--- config.mk ---
export PLATFORM = sky130hd
export DESIGN_NAME = uart_rx_parity
export DESIGN_NICKNAME = d
export VERILOG_FILES = /design/src/rtl/uart_pkg.sv /design/src/rtl/uart_sync2.sv /design/src/rtl/uart_rx_parity.sv
export SDC_FILE = /design/constraint.sdc
export NUM_CORES = 1
export LEC_CHECK = 0
export CORE_MARGIN = 4
export CORE_UTILIZATION = 30
export DETAILED_ROUTE_END_ITERATION = 7
export GPL_TIMING_DRIVEN = 1
export SLEW_MARGIN = 20
export SYNTH_ARGS = -nofsm -noshare
export SYNTH_HDL_FRONTEND = slang
export SYNTH_HIERARCHICAL = 1
export SYNTH_SLANG_ARGS = --single-unit
--- constraint.sdc ---
create_clock -name clk -period 1.6 [get_ports clk]
set_input_delay 0.32 -clock clk [delete_from_list [all_inputs] [get_ports clk]]
set_output_delay 0.32 -clock clk [all_outputs]
set_load 0.05 [all_outputs]
--- src/rtl/uart_pkg.sv ---
// Shared UART constants and state encoding, used by the transmitter and the receiver.
package uart_pkg;

  // Oversampling ratio of s_tick relative to the baud rate.
  localparam int unsigned OVERSAMPLE = 16;
  // Tick index at the centre of a bit period.
  localparam int unsigned MID_SAMPLE = 7;

  // State encodings. Values 5..7 are unused and recover to idle.
  localparam logic [2:0] ST_IDLE_ENC   = 3'd0;
  localparam logic [2:0] ST_START_ENC  = 3'd1;
  localparam logic [2:0] ST_DATA_ENC   = 3'd2;
  localparam logic [2:0] ST_PARITY_ENC = 3'd3;
  localparam logic [2:0] ST_STOP_ENC   = 3'd4;

  typedef enum logic [2:0] {
    StIdle   = ST_IDLE_ENC,
    StStart  = ST_START_ENC,
    StData   = ST_DATA_ENC,
    StParity = ST_PARITY_ENC,
    StStop   = ST_STOP_ENC
  } uart_state_e;

endpackage

--- src/rtl/uart_sync2.sv ---
// Two-flop synchronizer for the asynchronous serial line; resets to the idle level (1).
module uart_sync2 (
  input  logic clk,
  input  logic reset,
  input  logic d,
  output logic q
);

  logic meta_q;
  logic sync_q;

  // Two-stage capture; reset value matches an idle-high line.
  always_ff @(posedge clk) begin
    if (reset) begin
      meta_q <= 1'b1;
      sync_q <= 1'b1;
    end else begin
      meta_q <= d;
      sync_q <= meta_q;
    end
  end

  assign q = sync_q;

endmodule

--- src/rtl/uart_rx_parity.sv ---
// UART receiver, 16x oversampled, with optional even-parity check.
// Define UART_RX_PARITY_EN to enable the parity bit and parity_err; otherwise
// frames are start + DBIT data + stop and parity_err is tied to 0.
module uart_rx_parity
  import uart_pkg::*;
#(
  parameter int unsigned DBIT    = 8,
  parameter int unsigned SB_TICK = 16
) (
  input  logic       clk,
  input  logic       reset,
  input  logic       s_tick,
  input  logic       rx,
  output logic [7:0] dout,
  output logic       rx_done_tick,
  output logic       parity_err,
  output logic       frame_err
);

  localparam int unsigned TW = (SB_TICK > 16) ? $clog2(SB_TICK) : 4;
  localparam int unsigned NW = (DBIT > 1) ? $clog2(DBIT) : 1;

  logic              rx_s;
  uart_state_e       state_q, state_d;
  logic [TW-1:0]     tick_q, tick_d;
  logic [NW-1:0]     bit_q, bit_d;
  logic [DBIT-1:0]   shreg_q, shreg_d;
  logic [7:0]        dout_q, dout_d;
  logic              done_q, done_d;
  logic              ferr_q, ferr_d;
  // Set after a frame ends with the line low; blocks restart until rx returns high.
  logic              brk_q, brk_d;
`ifdef UART_RX_PARITY_EN
  logic              par_q, par_d;
  logic              perr_pend_q, perr_pend_d;
  logic              perr_q, perr_d;
`endif

  uart_sync2 u_sync (
    .clk   (clk),
    .reset (reset),
    .d     (rx),
    .q     (rx_s)
  );

  // State and datapath registers.
  always_ff @(posedge clk) begin
    if (reset) begin
      state_q     <= StIdle;
      tick_q      <= '0;
      bit_q       <= '0;
      shreg_q     <= '0;
      dout_q      <= '0;
      done_q      <= 1'b0;
      ferr_q      <= 1'b0;
      brk_q       <= 1'b0;
`ifdef UART_RX_PARITY_EN
      par_q       <= 1'b0;
      perr_pend_q <= 1'b0;
      perr_q      <= 1'b0;
`endif
    end else begin
      state_q     <= state_d;
      tick_q      <= tick_d;
      bit_q       <= bit_d;
      shreg_q     <= shreg_d;
      dout_q      <= dout_d;
      done_q      <= done_d;
      ferr_q      <= ferr_d;
      brk_q       <= brk_d;
`ifdef UART_RX_PARITY_EN
      par_q       <= par_d;
      perr_pend_q <= perr_pend_d;
      perr_q      <= perr_d;
`endif
    end
  end

  // Next-state logic: every counting state advances only on s_tick.
  always_comb begin
    state_d     = state_q;
    tick_d      = tick_q;
    bit_d       = bit_q;
    shreg_d     = shreg_q;
    dout_d      = dout_q;
    done_d      = 1'b0;
    ferr_d      = ferr_q;
    brk_d       = brk_q;
`ifdef UART_RX_PARITY_EN
    par_d       = par_q;
    perr_pend_d = perr_pend_q;
    perr_d      = perr_q;
`endif
    case (state_q)
      StIdle: begin
        if (brk_q) begin
          if (rx_s) brk_d = 1'b0;
        end else if (!rx_s) begin
          state_d = StStart;
          tick_d  = '0;
        end
      end
      StStart: begin
        if (s_tick) begin
          if (tick_q == TW'(MID_SAMPLE)) begin
            if (!rx_s) begin
              state_d = StData;
              tick_d  = '0;
              bit_d   = '0;
`ifdef UART_RX_PARITY_EN
              par_d   = 1'b0;
`endif
            end else begin
              // Start bit did not hold to mid-bit: treat as a glitch.
              state_d = StIdle;
            end
          end else begin
            tick_d = tick_q + TW'(1);
          end
        end
      end
      StData: begin
        if (s_tick) begin
          if (tick_q == TW'(OVERSAMPLE - 1)) begin
            tick_d  = '0;
            shreg_d = {rx_s, shreg_q[DBIT-1:1]};
`ifdef UART_RX_PARITY_EN
            par_d   = par_q ^ rx_s;
`endif
            if (bit_q == NW'(DBIT - 1)) begin
`ifdef UART_RX_PARITY_EN
              state_d = StParity;
`else
              state_d = StStop;
`endif
            end else begin
              bit_d = bit_q + NW'(1);
            end
          end else begin
            tick_d = tick_q + TW'(1);
          end
        end
      end
`ifdef UART_RX_PARITY_EN
      StParity: begin
        if (s_tick) begin
          if (tick_q == TW'(OVERSAMPLE - 1)) begin
            tick_d      = '0;
            perr_pend_d = rx_s ^ par_q;
            state_d     = StStop;
          end else begin
            tick_d = tick_q + TW'(1);
          end
        end
      end
`endif
      StStop: begin
        if (s_tick) begin
          if (tick_q == TW'(SB_TICK - 1)) begin
            state_d           = StIdle;
            done_d            = 1'b1;
            ferr_d            = !rx_s;
            brk_d             = !rx_s;
            dout_d            = '0;
            dout_d[DBIT-1:0]  = shreg_q;
`ifdef UART_RX_PARITY_EN
            perr_d            = perr_pend_q;
`endif
          end else begin
            tick_d = tick_q + TW'(1);
          end
        end
      end
      default: state_d = StIdle;
    endcase
  end

  assign dout         = dout_q;
  assign rx_done_tick = done_q;
  assign frame_err    = ferr_q;
`ifdef UART_RX_PARITY_EN
  assign parity_err   = perr_q;
`else
  assign parity_err   = 1'b0;
`endif

endmodule

==> impl.org, run 1 <==
** Setup path
- Of all nets on the critical path, the largest fanout is 8.
- CP Capture Point :: tick_q[0]
- Required time of the worst setup path :: 1.77 ns
- Worst EP arrival :: 1.85 ns
- Crit start category :: flop
- In this run the worst setup path begins at state_q[1].
- Critical path type :: flop to flop
- In this run the register-to-register setup slack is -0.07 ns.
- Source of the worst register-to-register timing path :: state_q[1]
- Critical register-to-register path endpoint :: tick_q[0]
- Crit end category :: flop
- The number of cells on the worst reg-to-reg path is 6.

** Die
- Die Wd :: a little under 80 µm
- During I/O placement, the number of pins put on the boundary was 15.
- The die covers between 0.006 and 0.007 mm².
- Initial Utilization :: 30.9%
- Total core area :: 0.00469 mm²
- The floorplan has 25 rows.
- In this run the vertical extent of the chip is 77.5 µm.

** Yosys
- Distinct cell type count of the synthesized netlist :: 41
- Number of warnings issued by yosys :: 6
- In this run, synthesis inferred 0 flip-flops with an integrated enable.
- Mean instance size in the synthesized netlist :: ~9 µm²
- The number of nets in the synthesized netlist is 170.
- Post-synthesis sequential area ratio :: about 43%
- Most used DFF post-synth :: sky130_fd_sc_hd__dfxtp_1
- Share of flip-flops with an asynchronous set or reset :: 0%
- Count of state elements after synthesis :: 31
- The synthesized netlist occupies a cell area of between 0.001 and 0.0015 mm².
- Gate count after technology mapping :: around 160

** Global routing
- Number of global-route vias before repair :: about 1300
- The initial antenna violation count was 0.
- For this run the aggregate overflow at the end of global routing stands at 0.
- The first global-routing pass estimated a little under 6000 µm of wire.
- Global routing used about an eighth of the available tracks.
- Maximum number of pins on one net before global-route repair :: 12

** Power and ir drop
- Power consumption :: between 1.5 and 2 mW
- Sequential power share :: 42.0%
- Combinational cell fraction of total power :: a little under a quarter
- LEAKAGE :: 0.809 nW
- Psw :: 518 µW
- VDD sags by at most about 0.44 mV.
- Sw Ratio :: a little over a quarter
- Part of the total power dissipated in the clock network :: approximately a third
- Ratio of total power to cell area :: about 950 mW/mm²
- Internal power of the cells :: between 1 and 1.5 mW

** Layout
- Fin nets :: between 200 and 250
- Area of the multi-input gates :: just over 800 µm²
- # fillers :: ~470
- Registers take around 630 µm².
- Fraction of final layout cells with drive strength greater than 1 :: 35.9%
- Summing all non-filler instances in the final layout gives an area of 0.00204 mm².
- 0 antenna diodes ended up in the layout.
- From synthesis to final layout, the design area changed by 40.7%.

** STA
- Max-slew violations :: 0
- After layout, the worst setup slack is -0.0736 ns.
- Final TNS setup :: -0.266 ns
- Highest achievable clock rate :: between 0.5 and 0.6 GHz
- Hold slack :: about 0.4 ns
- After layout, the minimum clock period comes to 1.67 ns.
- Final Hold Viols :: 0
- # setup viols final :: 5
- Setup repair after global routing could not meet its margin everywhere.
- Skew final :: just under 0.007 ns
- Portion of the clock cycle consumed by the worst path in the final layout :: 105%

** Outcome
- Violations in the final reports :: setup timing
- The run finished, with violations left.

** Drt
- The first TritonRoute pass finished after 4 iterations.
- The final layout contains routed wiring with a total length of about 3400 µm.
- Remaining DRCs :: 0
- Antenna-violating nets left :: 0
- Violation count after the first detailed-routing iteration :: 46
- After detailed routing, the average wire length per cell comes to roughly 13 µm.
- Using the TritonRoute via totals, the vias-per-cell ratio works out to roughly 4.9.
- Summing over every cut layer, the via total after detailed routing is around 1300.

** Hold path
- The startpoint identified for the worst hold timing path is u_sync/meta_q.
- In this run the worst hold path is classified as flop to flop.

** Clock tree
- TritonCTS clock tree :: built
- Clock slew at reported path FFs :: about 0.07 ns
- In this run the deepest clock path goes through 2 buffers.
- Clk root buf :: sky130_fd_sc_hd__clkbuf_8
- Number of CTS-inserted buffers :: 5
- At the later pin of the worst-skew pair, clock insertion delay measures around 0.28 ns.
- Clock Sinks :: 31
- Hold buffers post-CTS :: 0
- The H-tree was split into 2 levels.

** Placed design
- Routability-driven placement finished with a final weighted congestion of approximately 0.84.
- After detailed placement, the total cell area comes to 0.00181 mm².
- The HPWL after detailed placement is about 2400 µm.
- Pre-CTS setup slack :: -0.301 ns
- Input and output buffers added on the ports amount to 13.

** Flow run
- Number of maximum-capacitance violations :: 0
-- kinds of logic after synthesis --
kind of cell / count (synthesis) / synth area share [%]
simple gates: 61 / 20.7
compound gates: 36 / 18.3
flops: 31 / 42.8
buf+inv: 16 / 5.26
mux: 12 / 8.28
fa+ha+maj: 3 / 2.59
xor+xnor: 3 / 1.81
other cells: 1 / 0.259
-- state kept, by name, summed over array words and instances, names as in the netlist --
register,cells
bit_q,3
brk_q,1
dout,8
frame_err,1
rx_done_tick,1
shreg_q,8
state_q,3
tick_q,4
u_sync/meta_q,1
u_sync/q,1
-- power by group through the flow --
stage	clock network (mW)	registers, mW	logic [mW]
2_1_floorplan	0	0.830	0.220
3_3_place_gp	0	0.832	0.362
3_5_place_dp	0	0.831	0.363
4_1_cts	0.708	0.813	0.391
5_1_grt	0.740	0.817	0.487
6_report	0.682	0.816	0.446
-- critical path, cell delays in order, from the launching register on --
cell and delay [ns]:
sky130_fd_sc_hd__dfxtp_4 0.39, sky130_fd_sc_hd__or3b_4 0.44, sky130_fd_sc_hd__or2_4 0.27, sky130_fd_sc_hd__o211ai_4 0.09, sky130_fd_sc_hd__buf_6 0.13, sky130_fd_sc_hd__a21oi_2 0.04
sky130_fd_sc_hd__o211a_1 0.22
-- worst min path at each step --
stage / end / slack [ns] / cells after the start
2_1_floorplan: u_sync/q / 0.38 / 1
3_3_place_gp: u_sync/q / 0.39 / 1
3_5_place_dp: u_sync/q / 0.39 / 1
4_1_cts: u_sync/q / 0.41 / 1
5_1_grt: u_sync/q / 0.42 / 1
6_report: u_sync/q / 0.41 / 1
-- cells in the final DEF, fill, tap and decap left out, types with 2 or more instances in the layout --
cell / synthesis / final
sky130_fd_sc_hd__nor2_2: 0 / 2
sky130_fd_sc_hd__nand2b_1: 3 / 2
sky130_fd_sc_hd__or2_1: 3 / 2
sky130_fd_sc_hd__buf_6: 1 / 5
sky130_fd_sc_hd__buf_12: 0 / 2
sky130_fd_sc_hd__clkbuf_8: 0 / 7
sky130_fd_sc_hd__or2_4: 1 / 3
sky130_fd_sc_hd__mux2i_1: 12 / 12
sky130_fd_sc_hd__ha_1: 3 / 2
sky130_fd_sc_hd__inv_1: 6 / 6
sky130_fd_sc_hd__nand2_1: 20 / 18
sky130_fd_sc_hd__clkdlybuf4s50_1: 0 / 2
sky130_fd_sc_hd__xnor2_1: 3 / 2
sky130_fd_sc_hd__a21oi_2: 0 / 2
sky130_fd_sc_hd__a21oi_1: 14 / 12
sky130_fd_sc_hd__nor2_1: 18 / 16
sky130_fd_sc_hd__o21ai_0: 3 / 2
sky130_fd_sc_hd__dfxtp_2: 0 / 2
sky130_fd_sc_hd__nand3_1: 6 / 6
sky130_fd_sc_hd__o21a_1: 3 / 2
sky130_fd_sc_hd__a211o_1: 2 / 2
sky130_fd_sc_hd__dfxtp_1: 31 / 28
sky130_fd_sc_hd__buf_4: 2 / 35
sky130_fd_sc_hd__o211a_1: 3 / 3
-- area by class of cell --
cell class | instances | share of cell area (%)
Clock buffer | 7 | 4.72
Clock inverter | 1 | 0.368
Inverter | 6 | 1.10
Multi-Input combinational cell | 116 | 40.6
Sequential cell | 31 | 30.7
Tap cell | 54 | 3.31
Timing Repair Buffer | 45 | 19.2
-- stage by stage --
stage | instances | utilization (%)
2_1_floorplan | 163 | -
3_3_place_gp | 249 | 38.7
3_5_place_dp | 249 | 38.7
4_1_cts | 259 | 41.8
5_1_grt | 260 | 43.5
6_report | 260 | 43.5
-- routing by layer --
metal | GRT usage [%] | wire length [µm]
met5 | 0 | 0
met4 | 6.41 | 59
met3 | 3.13 | 85
met2 | 19.9 | 1640
met1 | 13.9 | 1570
-- cells in the mapped netlist, types with 6 or more instances --
| cell | number | share of area [%] |
|---|---|---|
| sky130_fd_sc_hd__inv_1 | 6 | 1.6 |
| sky130_fd_sc_hd__a21oi_1 | 14 | 4.8 |
| sky130_fd_sc_hd__mux2i_1 | 12 | 8.3 |
| sky130_fd_sc_hd__nor2_1 | 18 | 4.7 |
| sky130_fd_sc_hd__nand3_1 | 6 | 2.1 |
| sky130_fd_sc_hd__nand2_1 | 20 | 5.2 |
| sky130_fd_sc_hd__clkbuf_1 | 6 | 1.6 |
| sky130_fd_sc_hd__dfxtp_1 | 31 | 43 |
-- timing repair --
action / in CTS / in global routing
gates cloned: 0 / 0
endpoints found under the setup margin: 18 / 20
pin swaps: 2 / 8
buffers inserted: 2 / 1
resized for setup: 9 / 20
No activity file was read; power rests on OpenSTA's default activity.
==> run 2, diff against run 1 <==
Settings changed: SKIP_LAST_GASP set to 1.
Clock period 1.6 ns to 1.9 ns, I/O delays scaled along.
==> run 2 against run 1 <==
Against the previous run: the flow now finishes without violations; setup slack improved by 0.16 ns; final area fell by 12%; sequential cell count did not move; critical endpoint is now frame_err; highest routed layer unchanged.
==> impl.org, run 2 (synthesis gave the netlist of run 1 again) <==
** STA
- Final critical-path setup slack :: ~0.088 ns
- Setup violations remaining at the end of the flow were counted as 0.
- Hold is met by slightly above 0.4 ns.
- Subtracting the final worst setup slack from the clock period gives between 1.5 and 2 ns.
- Setup repair after global routing missed its margin :: false
- Highest achievable clock rate :: between 0.5 and 0.6 GHz
- Final Hold Viols :: 0
- At the pin with the least slew margin, the transition time is roughly 0.50 ns.
- Normalized max-slew margin :: between 60% and 70%
- Skew final :: a little over 0.005 ns
- Max-slew violations :: 0
- Summed over all failing endpoints, the final setup total negative slack is 0 ns.
- Of the available clock period, the critical path in the final layout requires 95.3%.

** Clock tree
- Clock Sinks :: 31
- Number of CTS-inserted buffers :: 5
- Hold buffers post-CTS :: 0
- CTS built an H-tree with a depth of 2.
- The later pin in the worst-skew pair is clocked with a latency of about 0.29 ns.
- Number of setup buffers added after CTS :: 0
- No sink is reached through more buffers than the 2 on the longest clock path.
- Clk root buf :: sky130_fd_sc_hd__clkbuf_8
- TritonCTS clock tree :: built
- Clock slew at reported path FFs :: 0.07 ns

** Placed design
- Final HPWL from detailed placement :: approximately 2100 µm
- Final weighted congestion of routability-driven global placement :: slightly below 0.8
- Counting tap cells, the placed design contains a total of about 230 instances.
- Number of buffers inserted by port buffering :: 13
- Placement Cell Area :: roughly 0.0017 mm²
- Prior to clock tree synthesis, the placed netlist has a worst setup slack of -0.134 ns.

** Die
- The total area inside the core boundary comes to 0.00469 mm².
- Row generation in the floorplan step produced 25 rows.
- I/O Pins :: 15
- The initial utilization of the core area, before any placement, comes to between 30% and 40%.
- Die Wd :: between 70 and 80 µm
- From bottom edge to top edge, the die measures between 70 and 80 µm.
- DIE AREA :: ~0.006 mm²

** Layout
- Final cell count without fillers :: about 240
- # fillers :: between 400 and 500
- For this run, the post-layout net count is around 190.
- After routing the design area is between 0.0015 and 0.002 mm².
- Leading cell type in the layout, fill and taps excluded :: sky130_fd_sc_hd__dfxtp_1
- P&R area growth vs syn :: 23.7%
- Fraction of final layout cells with drive strength greater than 1 :: between 10% and 20%
- FF/Latch Area :: ~620 µm²
- The multi-input combinational cells in the finished layout cover a total of between 700 and 800 µm².
- Leaving out fill and tap cells, the most frequent cells in the layout are sky130_fd_sc_hd__dfxtp_1 (30), sky130_fd_sc_hd__nand2_1 (20), sky130_fd_sc_hd__nor2_1 (18).
- Antenna cells :: 0

** Drt
- Antenna-violating nets left :: 0
- Max Used Layer :: met4
- For this block, the routed nets add up to about 2900 µm of wire.
- The first detailed-routing pass took 4 iterations.
- After detailed routing, the average wire length per cell comes to around 12 µm.
- Using the TritonRoute via totals, the vias-per-cell ratio works out to ~4.9.
- Violation count after the first detailed-routing iteration :: 45
- After detailed routing, the wire length on met1 is approximately 1400 µm.
- Detailed-route via count :: between 1000 and 1500
- Detail Route met3 WL :: ~96 µm
- After detailed routing, the number of remaining DRC violations is 0.
- In the detailed route, the total length drawn on met2 is 1270 µm.

** Setup path
- Required time of the worst setup path :: between 1.5 and 2 ns
- The worst setup path is launched from a flop.
- For the worst setup path, the data arrival time is around 1.4 ns.
- Crit path max-delay family :: buffers and inverters
- Along the worst path, the maximum fanout reaches 2.
- Slowest CP cell :: sky130_fd_sc_hd__clkdlybuf4s50_1
- Critical path type :: flop to output pin
- Number of buffer and inverter instances along the worst setup path :: 1
- Crit end category :: output pin
- Sequence of cells on the critical path :: clkdlybuf4s50_1
- In this design, the stage delay of the slowest critical-path cell is slightly above 0.8 ns.

** Power and ir drop
- IR analysis of the VDD net gives a maximum drop of around 0.45 mV.
- Ratio of total power to cell area :: 835 mW/mm²
- LEAKAGE :: ~0.65 nW

** Global routing
- The initial antenna violation count was 0.
- Overall routing resource usage :: a little under an eighth
- The first global-routing pass estimated 5340 µm of wire.
- The number of global-route vias before repair is 1176.
- Maximum number of pins on one net before global-route repair :: 15
- Global route total overflow :: 0

** Hold path
- Hold/Removal Path Class :: flop to flop

** Outcome
- Outcome :: complete, no violations

** Flow run
- The tool flagged a number of max-cap violations equal to 0.
run 2: stage by stage:
| step | total power, mW | utilization [%] |
|---|---|---|
| floorplan | 0.878 | - |
| CTS | 1.52 | 38.2 |
| detailed placement | 0.932 | 36.0 |
| global placement | 0.929 | 36.0 |
| global route | 1.58 | 38.2 |
| finish | 1.50 | 38.2 |
run 2: path summary, 6_finish.rpt:
kind	startpoint	endpoint	slack, ns	cells after the start
setup reg to reg	state_q[0]	state_q[2]	0.10	6
hold reg to reg	u_sync/meta_q	u_sync/q	0.41	1
setup / recovery	frame_err	frame_err	0.09	1
hold / removal	u_sync/meta_q	u_sync/q	0.41	1
run 2: worst reg2reg max path, stage by stage, from the launching register on:
cell                      delay (ns)
sky130_fd_sc_hd__dfxtp_1        0.43
sky130_fd_sc_hd__or3b_4         0.46
sky130_fd_sc_hd__or2_1          0.25
sky130_fd_sc_hd__buf_4          0.14
sky130_fd_sc_hd__o21a_1         0.12
sky130_fd_sc_hd__a211o_1        0.26
sky130_fd_sc_hd__o31ai_1        0.06
run 2: cell type report:
type | count | area share [%]
multi-input combinational | 116 | 42.0
sequential | 31 | 34.7
timing repair buffer | 24 | 12.6
clock buffer | 7 | 5.37
tap | 54 | 3.77
inverter | 6 | 1.26
clock inverter | 1 | 0.418
run 2: repair_timing:
item / 4_1_cts / 5_1_grt
hold endpoints to repair: 0 / 0
setup endpoints to repair: 0 / 1
resized for setup: 0 / 1
run 2: layer usage:
layer,GRT usage [%],vias up
li1,-,609
met1,13.4,548
met2,17.4,15
met3,3.83,7
met4,7.30,0
met5,0,-
run 2: power breakdown:
part	switching [mW]	internal (mW)
sequential	0.0315	0.670
clock	0.251	0.329
combinational	0.114	0.102
total	0.397	1.10
==> run 3, diff against run 2 <==
Settings changed: TNS_END_PERCENT set to 50.
==> results of run 3 <==
Final layout, timing and power as in run 2 (identical DEF).
